File: src/rtl/uart_tx_pkg.sv
// Shared register map, status/control bit positions and sequencer states
// for the UART transmit front-end.
package uart_tx_pkg;

  localparam logic [3:0] REG_TXDATA = 4'd0;
  localparam logic [3:0] REG_BAUD   = 4'd1;
  localparam logic [3:0] REG_STATUS = 4'd2;
  localparam logic [3:0] REG_CTRL   = 4'd3;

  localparam int STAT_EMPTY_BIT = 0;
  localparam int STAT_FULL_BIT  = 1;
  localparam int STAT_BUSY_BIT  = 2;
  localparam int STAT_OVF_BIT   = 4;
  localparam int STAT_COUNT_LSB = 8;

  localparam int CTRL_CLR_OVF_BIT = 0;
  localparam int CTRL_FLUSH_BIT   = 1;

  typedef enum logic [1:0] {
    ST_IDLE       = 2'd0,
    ST_LAUNCH     = 2'd1,
    ST_WAIT_START = 2'd2,
    ST_WAIT_DONE  = 2'd3
  } seq_state_e;

endpackage

File: src/rtl/sync_fifo.sv
// Single-clock FIFO with flush; a push is accepted when not full or when a pop
// frees a slot in the same cycle. Flush has priority over push and pop.
module sync_fifo #(
  parameter int WIDTH = 8,
  parameter int DEPTH = 16,
  localparam int AW = $clog2(DEPTH)
) (
  input  logic             clk,
  input  logic             rst,
  input  logic             i_push,
  input  logic [WIDTH-1:0] i_wdata,
  input  logic             i_pop,
  input  logic             i_flush,
  output logic [WIDTH-1:0] o_rdata,
  output logic [AW:0]      o_count,
  output logic             o_full,
  output logic             o_empty,
  output logic             o_push_drop
);

  logic [WIDTH-1:0] r_mem [DEPTH];
  logic [AW-1:0]    r_wr_ptr;
  logic [AW-1:0]    r_rd_ptr;
  logic [AW:0]      r_count;
  logic             w_pop_ok;
  logic             w_push_ok;

  assign o_count     = r_count;
  assign o_full      = (r_count == (AW+1)'(DEPTH));
  assign o_empty     = (r_count == {(AW+1){1'b0}});
  assign o_rdata     = r_mem[r_rd_ptr];
  assign w_pop_ok    = i_pop && !o_empty;
  assign w_push_ok   = i_push && (!o_full || w_pop_ok);
  assign o_push_drop = i_push && !w_push_ok && !i_flush;

  // Pointer and occupancy bookkeeping.
  always_ff @(posedge clk) begin
    if (rst || i_flush) begin
      r_wr_ptr <= {AW{1'b0}};
      r_rd_ptr <= {AW{1'b0}};
      r_count  <= {(AW+1){1'b0}};
    end else begin
      if (w_push_ok) r_wr_ptr <= r_wr_ptr + {{(AW-1){1'b0}}, 1'b1};
      if (w_pop_ok)  r_rd_ptr <= r_rd_ptr + {{(AW-1){1'b0}}, 1'b1};
      case ({w_push_ok, w_pop_ok})
        2'b10:   r_count <= r_count + {{AW{1'b0}}, 1'b1};
        2'b01:   r_count <= r_count - {{AW{1'b0}}, 1'b1};
        default: r_count <= r_count;
      endcase
    end
  end

  // Storage array; contents are don't-care while the FIFO is empty.
  always_ff @(posedge clk) begin
    if (w_push_ok && !i_flush) r_mem[r_wr_ptr] <= i_wdata;
  end

endmodule

File: src/rtl/uart_tx_buffer.sv
// Bus-mapped UART transmit front-end: byte FIFO, baud register, status, and a
// sequencer that feeds the uart transmit/tx_byte strobe interface.
module uart_tx_buffer
  import uart_tx_pkg::*;
#(
  parameter int DEPTH         = 16,
  parameter int DEFAULT_BAUD  = 651,
  parameter int START_TIMEOUT = 4
) (
  input  logic        clk,
  input  logic        rst,
  input  logic        data_req_i,
  input  logic        data_we_i,
  input  logic [3:0]  data_addr_i,
  input  logic [3:0]  data_be_i,
  input  logic [31:0] data_wdata_i,
  output logic        data_gnt_o,
  output logic        data_rvalid_o,
  output logic [31:0] data_rdata_o,
  output logic        transmit_o,
  output logic [7:0]  tx_byte_o,
  input  logic        is_transmitting_i,
  output logic [15:0] baud_o
);

  localparam int CW = $clog2(DEPTH) + 1;
  localparam int TW = $clog2(START_TIMEOUT) + 1;

  seq_state_e  r_state;
  seq_state_e  w_state_nxt;
  logic [TW-1:0] r_to_cnt;
  logic        r_transmit;
  logic        w_transmit_nxt;
  logic [7:0]  r_tx_byte;
  logic [7:0]  w_tx_byte_nxt;
  logic [15:0] r_baud;
  logic        r_overflow;
  logic        r_rvalid;
  logic [31:0] r_rdata;
  logic [31:0] w_rmux;
  logic [31:0] w_status;

  logic        w_wr;
  logic        w_push;
  logic        w_ctrl_wr;
  logic        w_flush;
  logic        w_clr_ovf;
  logic        w_pop;
  logic [7:0]  w_head;
  logic [CW-1:0] w_count;
  logic        w_full;
  logic        w_empty;
  logic        w_push_drop;

  assign data_gnt_o    = data_req_i;
  assign data_rvalid_o = r_rvalid;
  assign data_rdata_o  = r_rdata;
  assign transmit_o    = r_transmit;
  assign tx_byte_o     = r_tx_byte;
  assign baud_o        = r_baud;

  assign w_wr      = data_req_i && data_we_i;
  assign w_push    = w_wr && (data_addr_i == REG_TXDATA) && data_be_i[0];
  assign w_ctrl_wr = w_wr && (data_addr_i == REG_CTRL) && data_be_i[0];
  assign w_flush   = w_ctrl_wr && data_wdata_i[CTRL_FLUSH_BIT];
  assign w_clr_ovf = w_ctrl_wr && data_wdata_i[CTRL_CLR_OVF_BIT];
  assign w_pop     = (r_state == ST_LAUNCH);

  sync_fifo #(
    .WIDTH (8),
    .DEPTH (DEPTH)
  ) u_fifo (
    .clk         (clk),
    .rst         (rst),
    .i_push      (w_push),
    .i_wdata     (data_wdata_i[7:0]),
    .i_pop       (w_pop),
    .i_flush     (w_flush),
    .o_rdata     (w_head),
    .o_count     (w_count),
    .o_full      (w_full),
    .o_empty     (w_empty),
    .o_push_drop (w_push_drop)
  );

  // Status word assembly and read-data mux.
  always_comb begin
    w_status                          = 32'h0;
    w_status[STAT_COUNT_LSB +: CW]    = w_count;
    w_status[STAT_OVF_BIT]            = r_overflow;
    w_status[STAT_BUSY_BIT]           = (r_state != ST_IDLE);
    w_status[STAT_FULL_BIT]           = w_full;
    w_status[STAT_EMPTY_BIT]          = w_empty;
    case (data_addr_i)
      REG_BAUD:   w_rmux = {16'h0, r_baud};
      REG_STATUS: w_rmux = w_status;
      default:    w_rmux = 32'h0;
    endcase
  end

  // Sequencer next state; the strobe is decided one cycle early so it leaves a flop.
  always_comb begin
    w_state_nxt    = r_state;
    w_transmit_nxt = 1'b0;
    w_tx_byte_nxt  = r_tx_byte;
    case (r_state)
      ST_IDLE: begin
        if (!w_empty) begin
          w_state_nxt    = ST_LAUNCH;
          w_transmit_nxt = 1'b1;
          w_tx_byte_nxt  = w_head;
        end else begin
          w_state_nxt = ST_IDLE;
        end
      end
      ST_LAUNCH: w_state_nxt = ST_WAIT_START;
      ST_WAIT_START: begin
        if (is_transmitting_i) begin
          w_state_nxt = ST_WAIT_DONE;
        end else if (r_to_cnt == TW'(START_TIMEOUT - 1)) begin
          w_state_nxt = ST_IDLE;
        end else begin
          w_state_nxt = ST_WAIT_START;
        end
      end
      ST_WAIT_DONE: begin
        if (!is_transmitting_i) begin
          w_state_nxt = ST_IDLE;
        end else begin
          w_state_nxt = ST_WAIT_DONE;
        end
      end
      default: w_state_nxt = ST_IDLE;
    endcase
  end

  // Sequencer state, start timeout and uart strobe registers.
  always_ff @(posedge clk) begin
    if (rst) begin
      r_state    <= ST_IDLE;
      r_to_cnt   <= {TW{1'b0}};
      r_transmit <= 1'b0;
      r_tx_byte  <= 8'h00;
    end else begin
      r_state    <= w_state_nxt;
      r_to_cnt   <= (r_state == ST_WAIT_START) ? r_to_cnt + {{(TW-1){1'b0}}, 1'b1}
                                               : {TW{1'b0}};
      r_transmit <= w_transmit_nxt;
      r_tx_byte  <= w_tx_byte_nxt;
    end
  end

  // Bus response, baud register and sticky overflow flag.
  always_ff @(posedge clk) begin
    if (rst) begin
      r_rvalid   <= 1'b0;
      r_rdata    <= 32'h0;
      r_baud     <= 16'(DEFAULT_BAUD);
      r_overflow <= 1'b0;
    end else begin
      r_rvalid <= data_req_i;
      r_rdata  <= data_req_i ? w_rmux : 32'h0;
      if (w_wr && (data_addr_i == REG_BAUD)) begin
        if (data_be_i[0]) r_baud[7:0]  <= data_wdata_i[7:0];
        if (data_be_i[1]) r_baud[15:8] <= data_wdata_i[15:8];
      end
      if (w_push_drop) begin
        r_overflow <= 1'b1;
      end else if (w_clr_ovf) begin
        r_overflow <= 1'b0;
      end
    end
  end

endmodule

File: config.mk
export PLATFORM = sky130hd
export DESIGN_NAME = uart_tx_buffer
export DESIGN_NICKNAME = d
export VERILOG_FILES = /design/src/rtl/uart_tx_pkg.sv /design/src/rtl/sync_fifo.sv /design/src/rtl/uart_tx_buffer.sv
export SDC_FILE = /design/constraint.sdc
export NUM_CORES = 1
export LEC_CHECK = 0
export BUFFER_PORTS_ARGS = -buffer_cell sky130_fd_sc_hd__clkbuf_2
export CAP_MARGIN = 20
export CORE_MARGIN = 4
export CORE_UTILIZATION = 25
export DETAILED_ROUTE_END_ITERATION = 6
export HOLD_SLACK_MARGIN = 0.02
export PLACE_DENSITY = 0.52
export SLEW_MARGIN = 20
export SYNTH_ARGS = -nofsm -noshare
export SYNTH_HDL_FRONTEND = slang
export SYNTH_SLANG_ARGS = --single-unit
File: constraint.sdc
create_clock -name clk -period 3.47 [get_ports clk]
set_clock_uncertainty 0.1 [all_clocks]
set_input_delay 1.041 -clock clk [delete_from_list [all_inputs] [get_ports clk]]
set_output_delay 1.041 -clock clk [all_outputs]
set_load 0.01 [all_outputs]
# Yosys cells after proc, flatten, opt, wreduce, memory -nomap -nowiden
# Memories as Yosys holds them, arrays and structs flattened. A register that Yosys moved wholly into a read port is not among the register bits.
# Index checks and enable logic that the tools add are counted.
[word_totals] ff_bits=69 ramBits=128 input_bits=45 out_inout_bits=59 word_cells=74 n_memories=1
[mem_list] name="u_fifo.r_mem" depth=16 width=8 read_ports=1 rd_ports_with_merged_regs=1 write_ports=1 line_no="sync_fifo.sv:21" rtl="logic [WIDTH-1:0] r_mem [DEPTH];"
[classes] addsub=5 n_eq_ne=10 muxes=12 bitwise_logic=4 n_reduce_logical=31
[ops] cell="16-bit case mux with 2 select lines" n=1
[ops] cell="1-bit logical AND" n=13
[ops] cell="5-bit case mux with 2 select lines" n=1
[ops] cell="4-bit by 1-bit adder with 4-bit output, second input constant" n=2
[ops] cell="4-bit by 2-bit equality test with 1-bit output, second input constant" n=2
[ops] cell="2-bit case mux with 4 select lines" n=1
[ops] cell="2-bit equality test, second input constant" n=3
[ops] cell="1-bit two-way mux" n=6
[ops] cell="2-bit two-way mux" n=3
[ops] cell="2-bit AND reduction" n=3
[ops] cell="2-bit nonzero test" n=3
[ops] cell="2-bit OR reduction" n=3
[ops] cell="5-bit by 1-bit adder with 5-bit output, second input constant" n=1
[ops] cell="5-bit equality test, second input constant" n=1
[ops] cell="5-bit logical NOT" n=1
[ops] cell="5-bit by 1-bit subtractor with 5-bit output, second input constant" n=1
[ops] cell="2-bit by 1-bit equality test with 1-bit output, second input constant" n=2
[ops] cell="4-bit by 1-bit equality test with 1-bit output, second input constant" n=1
[ops] cell="1-bit logical NOT" n=4
[ops] cell="4-bit logical NOT" n=1
[ops] cell="1-bit inverter" n=4
[ops] cell="3-bit by 1-bit adder with 3-bit output, second input constant" n=1
[ops] cell="3-bit by 2-bit equality test with 1-bit output, second input constant" n=1
[ops] cell="2-bit logical NOT" n=1
[ops] cell="1-bit logical OR" n=2

# Logic depth before layout (Yosys ltp)
# Gate-level depths: netlist of the first run.
[logic_depth] word_depth=9 mapped_depth=10 depth_no_buf=9

# By module
# Synthesis of the first run repeated with hierarchy kept, for this count alone.
[unflattened] hier_cells=543 hier_area_um2=7827.5
[modules_own_cells] module="sync_fifo" instances=1 cells_per_inst=335 area_each_um2=5876.9 seq_area_each_um2=4184.0
[modules_own_cells] module="uart_tx_buffer" instances=1 cells_per_inst=208 area_each_um2=1950.6 seq_area_each_um2=960.9

# Worst setup path after synthesis of the first run
# Ideal clock, no wire load.
[synth_path] kind="input to register" startpoint="input port data_addr_i[0]" endpoint="register u_fifo.r_count[4] (netlist: u_fifo.o_count[4])" setup_time_ps=72 arrival_time_ps=3219 required_time_ps=3298 setup_slack_ps=80 path_stages=9 n_path_buf=0 path_cell_list="or3_1 -> nor3_2 -> nand2_1 -> ha_1 -> fa_1 -> a21o_1 -> a21oi_1 -> mux2i_1 -> mux2i_1"
[synth_between] elab_chain_cells=6 word_cells_on_any_way=13 classes_between="3 x eq/ne; 1 x mux; 9 x reduce/logical"
[synth_lines] element="from (decl)" line_no="uart_tx_buffer.sv:14" rtl="input logic [3:0] data_addr_i,"
[synth_lines] element="4-bit logical NOT" line_no="uart_tx_buffer.sv:63" rtl="assign w_push = w_wr && (data_addr_i == REG_TXDATA) && data_be_i[0];"
[synth_lines] element="1-bit logical AND (2 in series)" line_no="uart_tx_buffer.sv:63"
[synth_lines] element="1-bit logical AND" line_no="sync_fifo.sv:33" rtl="assign w_push_ok = i_push && (!o_full || w_pop_ok);"
[synth_lines] element="2-bit by 1-bit equality test with 1-bit output or 2-bit equality test (tied branches)" line_no="sync_fifo.sv:45" rtl="case ({w_push_ok, w_pop_ok})"
[synth_lines] element="5-bit case mux with 2 select lines or 2-bit nonzero test (tied branches)"
[synth_lines] element="to (signal assigned)" line_no="sync_fifo.sv:46" rtl="2'b10: r_count <= r_count + {{AW{1'b0}}, 1'b1};"
[synth_lines] element="to (signal assigned)" line_no="sync_fifo.sv:47" rtl="2'b01: r_count <= r_count - {{AW{1'b0}}, 1'b1};"
[synth_lines] element="to (signal assigned)" line_no="sync_fifo.sv:48" rtl="default: r_count <= r_count;"
[synth_lines] element="to (decl)" line_no="sync_fifo.sv:24" rtl="logic [AW:0] r_count;"
# Parallel ways exist; a longest one is shown, timed or not.
# A chain may end at the register's enable or synchronous reset.

# Worst setup path in the final report of the first run
# Same ends and word-level chain as after synthesis.

==> results of run 1 <==
-- per-layer routing --
metal  GRT usage  wire, microns
met1       0.142           7720
met2       0.170           8190
met3      0.0288           1080
met4      0.0327            209
met5           0              0
-- registers in the layout (all words and copies together), names as in the netlist, 3 cells and up --
| name | flops |
|---|---|
| u_fifo.r_mem | 128 |
| baud_o | 16 |
| data_rdata_o | 16 |
| tx_byte_o | 8 |
| u_fifo.o_count | 5 |
| u_fifo.r_rd_ptr | 4 |
| u_fifo.r_wr_ptr | 4 |
| r_to_cnt | 3 |
-- worst max-delay path, cell delays in order --
cell and delay [ns]:
clkbuf_2 0.09, or3_1 0.40, nor3_2 0.17, nand2_1 0.09
ha_1 0.27, fa_1 0.41, a21o_1 0.19, a21oi_1 0.18
mux2i_1 0.23, mux2i_1 0.20
-- power breakdown --
group          internal [mW]  switching [mW]  total (mW)  leakage [nW]
Sequential              2.40         0.00276        2.41          1.64
Combinational         0.0268          0.0741       0.101          1.25
Clock                   1.08           0.850        1.93         0.284
-- path summary, 6_finish.rpt --
check               startpoint  slack (ns)                 to  cells after the start
max             data_addr_i[0]        0.45  u_fifo.o_count[4]                     10
min                r_to_cnt[0]        0.33        r_to_cnt[0]                      1
max reg2reg  u_fifo.o_count[0]        0.50  u_fifo.o_count[4]                      9
min reg2reg        r_to_cnt[0]        0.33        r_to_cnt[0]                      1
-- cells in the mapped netlist, types with 2 or more instances --
cell type | number | share of area
a21o_1 | 2 | 0.0020
a21oi_1 | 8 | 0.0053
a22oi_1 | 7 | 0.0070
a31o_1 | 8 | 0.0093
and3_1 | 12 | 0.0099
buf_1 | 4 | 0.0020
buf_2 | 7 | 0.0046
buf_4 | 18 | 0.018
clkbuf_1 | 10 | 0.0050
dfxtp_1 | 61 | 0.16
edfxtp_1 | 128 | 0.51
ha_1 | 11 | 0.018
inv_1 | 7 | 0.0035
mux2i_1 | 38 | 0.050
mux4_2 | 32 | 0.096
nand2_1 | 14 | 0.0070
nand2b_1 | 6 | 0.0050
nand3_1 | 9 | 0.0060
nor2_1 | 49 | 0.024
nor2b_1 | 2 | 0.0017
nor3_1 | 6 | 0.0040
nor3b_1 | 3 | 0.0030
o211ai_1 | 2 | 0.0020
o21ai_0 | 4 | 0.0027
o21ai_2 | 2 | 0.0023
o22ai_1 | 8 | 0.0066
or3_1 | 2 | 0.0017
xor2_1 | 4 | 0.0046
-- final cells by class --
class / count / area [sq um]
clock buffer: 18 / 429
inverter: 8 / 30.0
multi-input combinational: 260 / 2270
tap: 390 / 488
clock inverter: 14 / 161
fill: 2911 / 20600
sequential: 189 / 5070
timing repair buffer: 106 / 623
-- metrics by stage --
stage | instance area (sq um) | std cells | worst slack [ns] | utilization
floorplan | 7600 | 497 | 0.0798 | -
global placement | 8480 | 953 | 0.0375 | 0.285
detailed placement | 8480 | 953 | -0.00174 | 0.285
CTS | 9070 | 985 | 0.443 | 0.305
global route | 9070 | 985 | 0.216 | 0.305
finish | 9070 | 985 | 0.446 | 0.305
-- cells by family (layout without fill, tap and decap cells) --
family / Yosys count / count (layout) / synth area share
adders and majority gates: 12 / 12 / 0.0209
DFF: 189 / 189 / 0.671
muxes: 70 / 70 / 0.146
buffers and inverters: 48 / 146 / 0.0350
xor gates and xnor gates: 5 / 5 / 0.00580
and+or+nand+nor: 109 / 109 / 0.0713
other: 1 / 16 / 0.000497
AOI/OAI and AO/OA: 48 / 48 / 0.0494
==> impl_metrics.yaml, run 1 <==
outcome:
  status: "finished, final reports clean"
place:
  io_buffers: 69
  place.gp.congestion: 0.775
  hpwlAfterDp_microns: 12300
global_route:
  grt_pass1_vias: 4446
  track_usage: 0.107
  grt_pass1_wl_microns: 26700
  antenna_found_initial: 0
  grt_overflow: 0
  grt_max_degree: 35
logic_synthesis:
  synth_area_per_cell_sq_um: 15.7
  synth-seq-cells: 189
  synth_edf_count: 128
  ys_types: 46
  synthesis.area_sq_um: 7550
  seq_area_frac_synth: 0.671
  ys_warn_count: 0
  ys.flop_type: "edfxtp_1"
  syn-instance-count: 482
  async_flop_share: 0
routing:
  wl_per_cell_microns: 17.5
  drcViolationCount: 0
  postRouteWirelength_microns: 17200
  postRouteAntennaNets: 0
  drtIter0Drc: 308
  viasPerCell: 4.33
  firstDrtPassIters: 6
  via_count: 4267
setup_path:
  cp-start-kind: "input port"
  critPathArrivalTime_ns: 3.28
  crit_type: "in2reg"
  path_max_fanout: 4
  required_ns: 3.72
  end_kind: "flip-flop"
power_and_ir_drop:
  power_mw: 4.43
  peakVddDrop_uv: 325
  p_leak_nw: 3.18
  powerDensity_nw_per_um2: 489
timing:
  drv_slew: 0
  hold_slack_ns: 0.326
  rsz0062_at_grt: "no"
  fin_crit_ns: 3.02
  setup_viol_count_final: 0
  tightest_slew_ns: 1.05
  max-slew-margin-rel: 0.300
  tns_ns: 0
  hold_viol: 0
  min_period_over_period: 0.872
  clock.fmax_ghz: 0.331
clocking:
  cts_tree: "yes"
  clk_pin_slew_worst_paths_ns: 0.07
  root_buffer: "clkbuf_16"
  cts_made_buffers: 17
  clkSinkCount: 189
  ctsHoldBuffers: 0
  ctsResizeCount: 0
  insertion_delay_ns: 0.42
  clockBufferDepth: 2
  htree_levels: 4
  postCtsSetupBuffers: 0
worst_hold_path:
  hold_class: "reg2reg"
die:
  die_y_microns: 182
  core-area_sq_um: 29700
  die_area_sq_um: 33000
  rows: 63
  start_util: 0.254
  die_w_microns: 182
  io-pin-count: 104
finish:
  final_common_cell: "edfxtp_1"
  layout_common_cells: "edfxtp_1, clkbuf_2, dfxtp_1"
  drive_above_1_share: 0.297
  antennaDiodeCount: 0
  area_delta_synth_final_pct: 20.2
  finalNetCount: 639
run:
  maxCapViolCount: 0
No activity file was read; power rests on OpenSTA's default activity.
==> inputs of run 2 (changes only) <==
--- a/config.mk
+++ b/config.mk
@@ -8,10 +8,10 @@
 export BUFFER_PORTS_ARGS = -buffer_cell sky130_fd_sc_hd__clkbuf_2
 export CAP_MARGIN = 20
 export CORE_MARGIN = 4
-export CORE_UTILIZATION = 25
+export CORE_UTILIZATION = 40
 export DETAILED_ROUTE_END_ITERATION = 6
 export HOLD_SLACK_MARGIN = 0.02
-export PLACE_DENSITY = 0.52
+export PLACE_DENSITY = 0.68
 export SLEW_MARGIN = 20
 export SYNTH_ARGS = -nofsm -noshare
 export SYNTH_HDL_FRONTEND = slang
==> constraint.sdc (replaced) <==
create_clock -name clk -period 2.87 [get_ports clk]
set_clock_uncertainty 0.1 [all_clocks]
set_input_delay 0.861 -clock clk [delete_from_list [all_inputs] [get_ports clk]]
set_output_delay 0.861 -clock clk [all_outputs]
set_load 0.01 [all_outputs]
==> impl_metrics.yaml, run 2 (synthesis gave the netlist of run 1 again) <==
timing:
  hold_viol: 0
  max-slew-margin-rel: 0.609
  tns_ns: 0
  clock.fmax_ghz: 0.371
  tightest_slew_ns: 0.579
  drv_slew: 0
  min_period_over_period: 0.940
  setup_viol_count_final: 0
  rsz0062_at_grt: "no"
  fin_crit_ns: 2.70
finish:
  largest_reg_flops: 128
  multi_input_area_sq_um: 2310
  regMostFlops: "u_fifo.r_mem"
  finalNetCount: 646
  drive_above_1_share: 0.314
  antennaDiodeCount: 0
  area_delta_synth_final_pct: 19.5
  layout_common_cells: "edfxtp_1, clkbuf_2, dfxtp_1"
  final_common_cell: "edfxtp_1"
  seq_area_sq_um: 5070
  fillers: 1517
routing:
  drcViolationCount: 0
  drtIter0Drc: 315
  postRouteAntennaNets: 0
  postRouteWirelength_microns: 16000
  via_count: 4366
  viasPerCell: 5.25
  firstDrtPassIters: 5
  wl_per_cell_microns: 19.2
global_route:
  grt_pass1_vias: 4534
  antenna_found_initial: 0
  track_usage: 0.156
  grt_overflow: 0
  grt_pass1_wl_microns: 25300
  grt_max_degree: 33
clocking:
  clockBufferDepth: 2
  htree_levels: 4
  insertion_delay_ns: 0.43
  ctsResizeCount: 0
  postCtsSetupBuffers: 0
  cts_made_buffers: 17
  ctsHoldBuffers: 0
  root_buffer: "clkbuf_16"
  clkSinkCount: 189
  clk_pin_slew_worst_paths_ns: 0.07
  cts_tree: "yes"
worst_hold_path:
  min_to: "r_to_cnt[0]"
  hold_class: "reg2reg"
  min_from: "r_to_cnt[0]"
  min_path_cells: 1
die:
  die_area_sq_um: 21100
  rows: 49
  die_y_microns: 145
  core-area_sq_um: 18300
  start_util: 0.413
  die_w_microns: 145
  io-pin-count: 104
power_and_ir_drop:
  peakVddDrop_uv: 389
  powerDensity_nw_per_um2: 610
  p_leak_nw: 3.26
  power_mw: 5.50
outcome:
  status: "finished, final reports clean"
place:
  place.gp.congestion: 0.809
  io_buffers: 69
  hpwlAfterDp_microns: 10800
setup_path:
  end_kind: "flip-flop"
  cp-start-kind: "input port"
  r2r_cells: 11
  critPathArrivalTime_ns: 2.96
  required_ns: 3.14
  r2r_start: "u_fifo.o_count[0]"
  reg2reg_slack_ns: 0.26
  crit_type: "in2reg"
  path_max_fanout: 4
  rr_endpoint: "u_fifo.o_count[3]"
  crit_start: "data_addr_i[0]"
run:
  maxCapViolCount: 0
run 2: worst max-delay path, cell delays in order:
cell and delay [ns]:
clkbuf_2 0.09, or3_4 0.40, nor3_4 0.20, nand2_1 0.13, ha_4 0.20, fa_2 0.36
a21o_1 0.18, a21oi_2 0.14, mux2i_1 0.23, mux2i_1 0.19
run 2: metal layers:
layer | global-route usage | part of all wire | vias to the layer above
met5 | 0 | 0 | -
met4 | 0.0437 | 0.014 | 0
met3 | 0.0399 | 0.042 | 23
met2 | 0.276 | 0.53 | 108
met1 | 0.192 | 0.41 | 2213
li1 | - | - | 2022
run 2: report_power, final:
part | switching (mW) | internal, mW
clock | 1.00 | 1.46
sequential | 0.00326 | 2.91
combinational | 0.0896 | 0.0375
run 2: layout make-up:
type                    instances  share of cell area
flip-flops and latches        189               0.562
multi-input cells             260               0.256
repair buffers                113              0.0763
clock buffers                  23              0.0590
well taps                     229              0.0318
clock inverters                 9              0.0118
inverters                       8             0.00333
run 2: worst max-delay path by stage:
stage,to,slack [ns],cells after the start
after CTS,u_fifo.o_count[4],0.17,10
after floorplan,u_fifo.o_count[4],-0.16,9
final,u_fifo.o_count[4],0.17,10
after global placement,u_fifo.o_count[4],-0.23,10
after detailed placement,u_fifo.o_count[4],-0.27,10
after global routing,u_fifo.o_count[4],0.05,10
run 2: stage by stage:
stage,cells,area [sq um],util,worst slack [ns],hold slack (ns)
finish,831,9020,0.493,0.172,0.326
global route,831,9020,0.493,0.0477,0.355
CTS,831,9020,0.493,0.170,0.327
detailed placement,799,8380,0.459,-0.270,0.316
global placement,799,8380,0.459,-0.234,0.304
floorplan,497,7640,-,-0.164,0.298
==> inputs of run 3 (changes only) <==
--- a/config.mk
+++ b/config.mk
@@ -7,12 +7,15 @@
 export LEC_CHECK = 0
 export BUFFER_PORTS_ARGS = -buffer_cell sky130_fd_sc_hd__clkbuf_2
 export CAP_MARGIN = 20
+export CORE_ASPECT_RATIO = 1.5
 export CORE_MARGIN = 4
 export CORE_UTILIZATION = 40
 export DETAILED_ROUTE_END_ITERATION = 6
 export HOLD_SLACK_MARGIN = 0.02
 export PLACE_DENSITY = 0.68
+export RECOVER_POWER = 50
 export SLEW_MARGIN = 20
 export SYNTH_ARGS = -nofsm -noshare
 export SYNTH_HDL_FRONTEND = slang
 export SYNTH_SLANG_ARGS = --single-unit
+export TNS_END_PERCENT = 30
==> impl_metrics.yaml, run 3 (synthesis gave the netlist of run 1 again) <==
setup_path:
  cp-start-kind: "input port"
  critPathArrivalTime_ns: 2.97
  rr_endpoint: "u_fifo.o_count[4]"
  reg2reg_slack_ns: 0.29
  end_kind: "flip-flop"
  crit_type: "in2reg"
  r2r_start: "u_fifo.o_count[0]"
  required_ns: 3.12
  path_max_fanout: 5
  r2r_cells: 9
power_and_ir_drop:
  powerDensity_nw_per_um2: 596
  p_int_mw: 4.12
  p_sw_mw: 1.21
  power_mw: 5.33
  p_seq_frac: 0.546
  p_leak_nw: 3.09
  swShare: 0.227
  pwr-share-comb: 0.022
  clkPwrFrac: 0.432
  peakVddDrop_uv: 464
timing:
  clock.fmax_ghz: 0.368
  fin_crit_ns: 2.72
  drv_slew: 0
  tns_ns: 0
  max-slew-margin-rel: 0.406
  min_period_over_period: 0.946
  tightest_slew_ns: 0.885
  setup_viol_count_final: 0
  hold_viol: 0
  hold_slack_ns: 0.319
  rsz0062_at_grt: "no"
finish:
  regMostFlops: "u_fifo.r_mem"
  drive_above_1_share: 0.243
  largest_reg_flops: 128
  antennaDiodeCount: 0
  instances_no_fill: 857
  final_common_cell: "edfxtp_1"
  finalNetCount: 649
  fillers: 1593
  layout_common_cells: "edfxtp_1, dfxtp_1, nor2_1"
  area_delta_synth_final_pct: 18.6
routing:
  postRouteAntennaNets: 0
  drtIter0Drc: 414
  drcViolationCount: 0
  firstDrtPassIters: 4
  via_count: 4410
  viasPerCell: 5.15
  postRouteWirelength_microns: 16300
  wl_per_cell_microns: 19.0
place:
  dp.cells: 825
  hpwlAfterDp_microns: 11500
  io_buffers: 69
  place.gp.congestion: 0.839
global_route:
  grt_max_degree: 35
  grt_pass1_wl_microns: 25600
  grt_overflow: 0
  grt_pass1_vias: 4615
  track_usage: 0.160
  antenna_found_initial: 0
die:
  rows: 61
  start_util: 0.407
  die_w_microns: 120
  die_y_microns: 176
  die_area_sq_um: 21200
  io-pin-count: 104
  core-area_sq_um: 18500
outcome:
  status: "finished, final reports clean"
clocking:
  clk_pin_slew_worst_paths_ns: 0.07
  htree_levels: 4
  cts_tree: "yes"
  root_buffer: "clkbuf_16"
  ctsHoldBuffers: 0
  ctsResizeCount: 0
  postCtsSetupBuffers: 0
  insertion_delay_ns: 0.43
  cts_made_buffers: 17
  clockBufferDepth: 2
  clkSinkCount: 189
worst_hold_path:
  min_to: "r_to_cnt[0]"
  min_from: "r_to_cnt[0]"
  min_path_cells: 1
  hold_class: "reg2reg"
run:
  maxCapViolCount: 0
## run 3: final cells by class
type	count	area (sq um)	area share
clock buffer	18	429	0.0480
clock inverter	14	158	0.0176
inverter	8	30.0	0.00336
multi-input combinational	260	2300	0.257
sequential	189	5070	0.566
tap	252	315	0.0352
timing repair buffer	116	644	0.0720
## run 3: power by group through the flow
stage	logic, mW	clock network (mW)	registers (mW)
finish	0.118	2.30	2.91
global route	0.131	2.47	2.91
CTS	0.123	2.35	2.91
detailed placement	0.123	0	2.97
global placement	0.117	0	2.97
floorplan	0.0628	0	2.97
## run 3: worst max-delay path by stage
| stage | startpoint | to | slack, ns | cells after the start |
|---|---|---|---|---|
| 2_1_floorplan | data_addr_i[0] | u_fifo.o_count[4] | -0.16 | 9 |
| 3_3_place_gp | data_addr_i[0] | u_fifo.o_count[4] | -0.25 | 10 |
| 3_5_place_dp | data_addr_i[0] | u_fifo.o_count[4] | -0.28 | 10 |
| 4_1_cts | data_addr_i[0] | u_fifo.o_count[4] | 0.16 | 10 |
| 5_1_grt | data_addr_i[0] | u_fifo.o_count[3] | 0.05 | 10 |
| 6_report | data_addr_i[0] | u_fifo.o_count[4] | 0.15 | 10 |
## run 3: metal layers
layer  vias to the layer above  part of all wire  track usage
li1                       2022                 -            -
met1                      2226              0.37        0.180
met2                       135              0.56        0.294
met3                        27             0.043       0.0321
met4                         0             0.028       0.0626
met5                         -                 0            0
## run 3: stage by stage
| step | cell area [sq um] | setup WS, ns | util |
|---|---|---|---|
| 2_1_floorplan | 7640 | -0.164 | - |
| 3_3_place_gp | 8430 | -0.252 | 0.454 |
| 3_5_place_dp | 8430 | -0.280 | 0.454 |
| 4_1_cts | 9020 | 0.157 | 0.486 |
| 5_1_grt | 8950 | 0.0536 | 0.482 |
| 6_report | 8950 | 0.154 | 0.482 |
## run 3: worst max-delay path, cell delays in order
cell      delay, ns
clkbuf_1       0.08
or3_4          0.40
nor3_4         0.20
nand2_1        0.11
ha_4           0.20
fa_2           0.36
a21o_1         0.18
a21oi_2        0.14
mux2i_1        0.23
mux2i_1        0.19
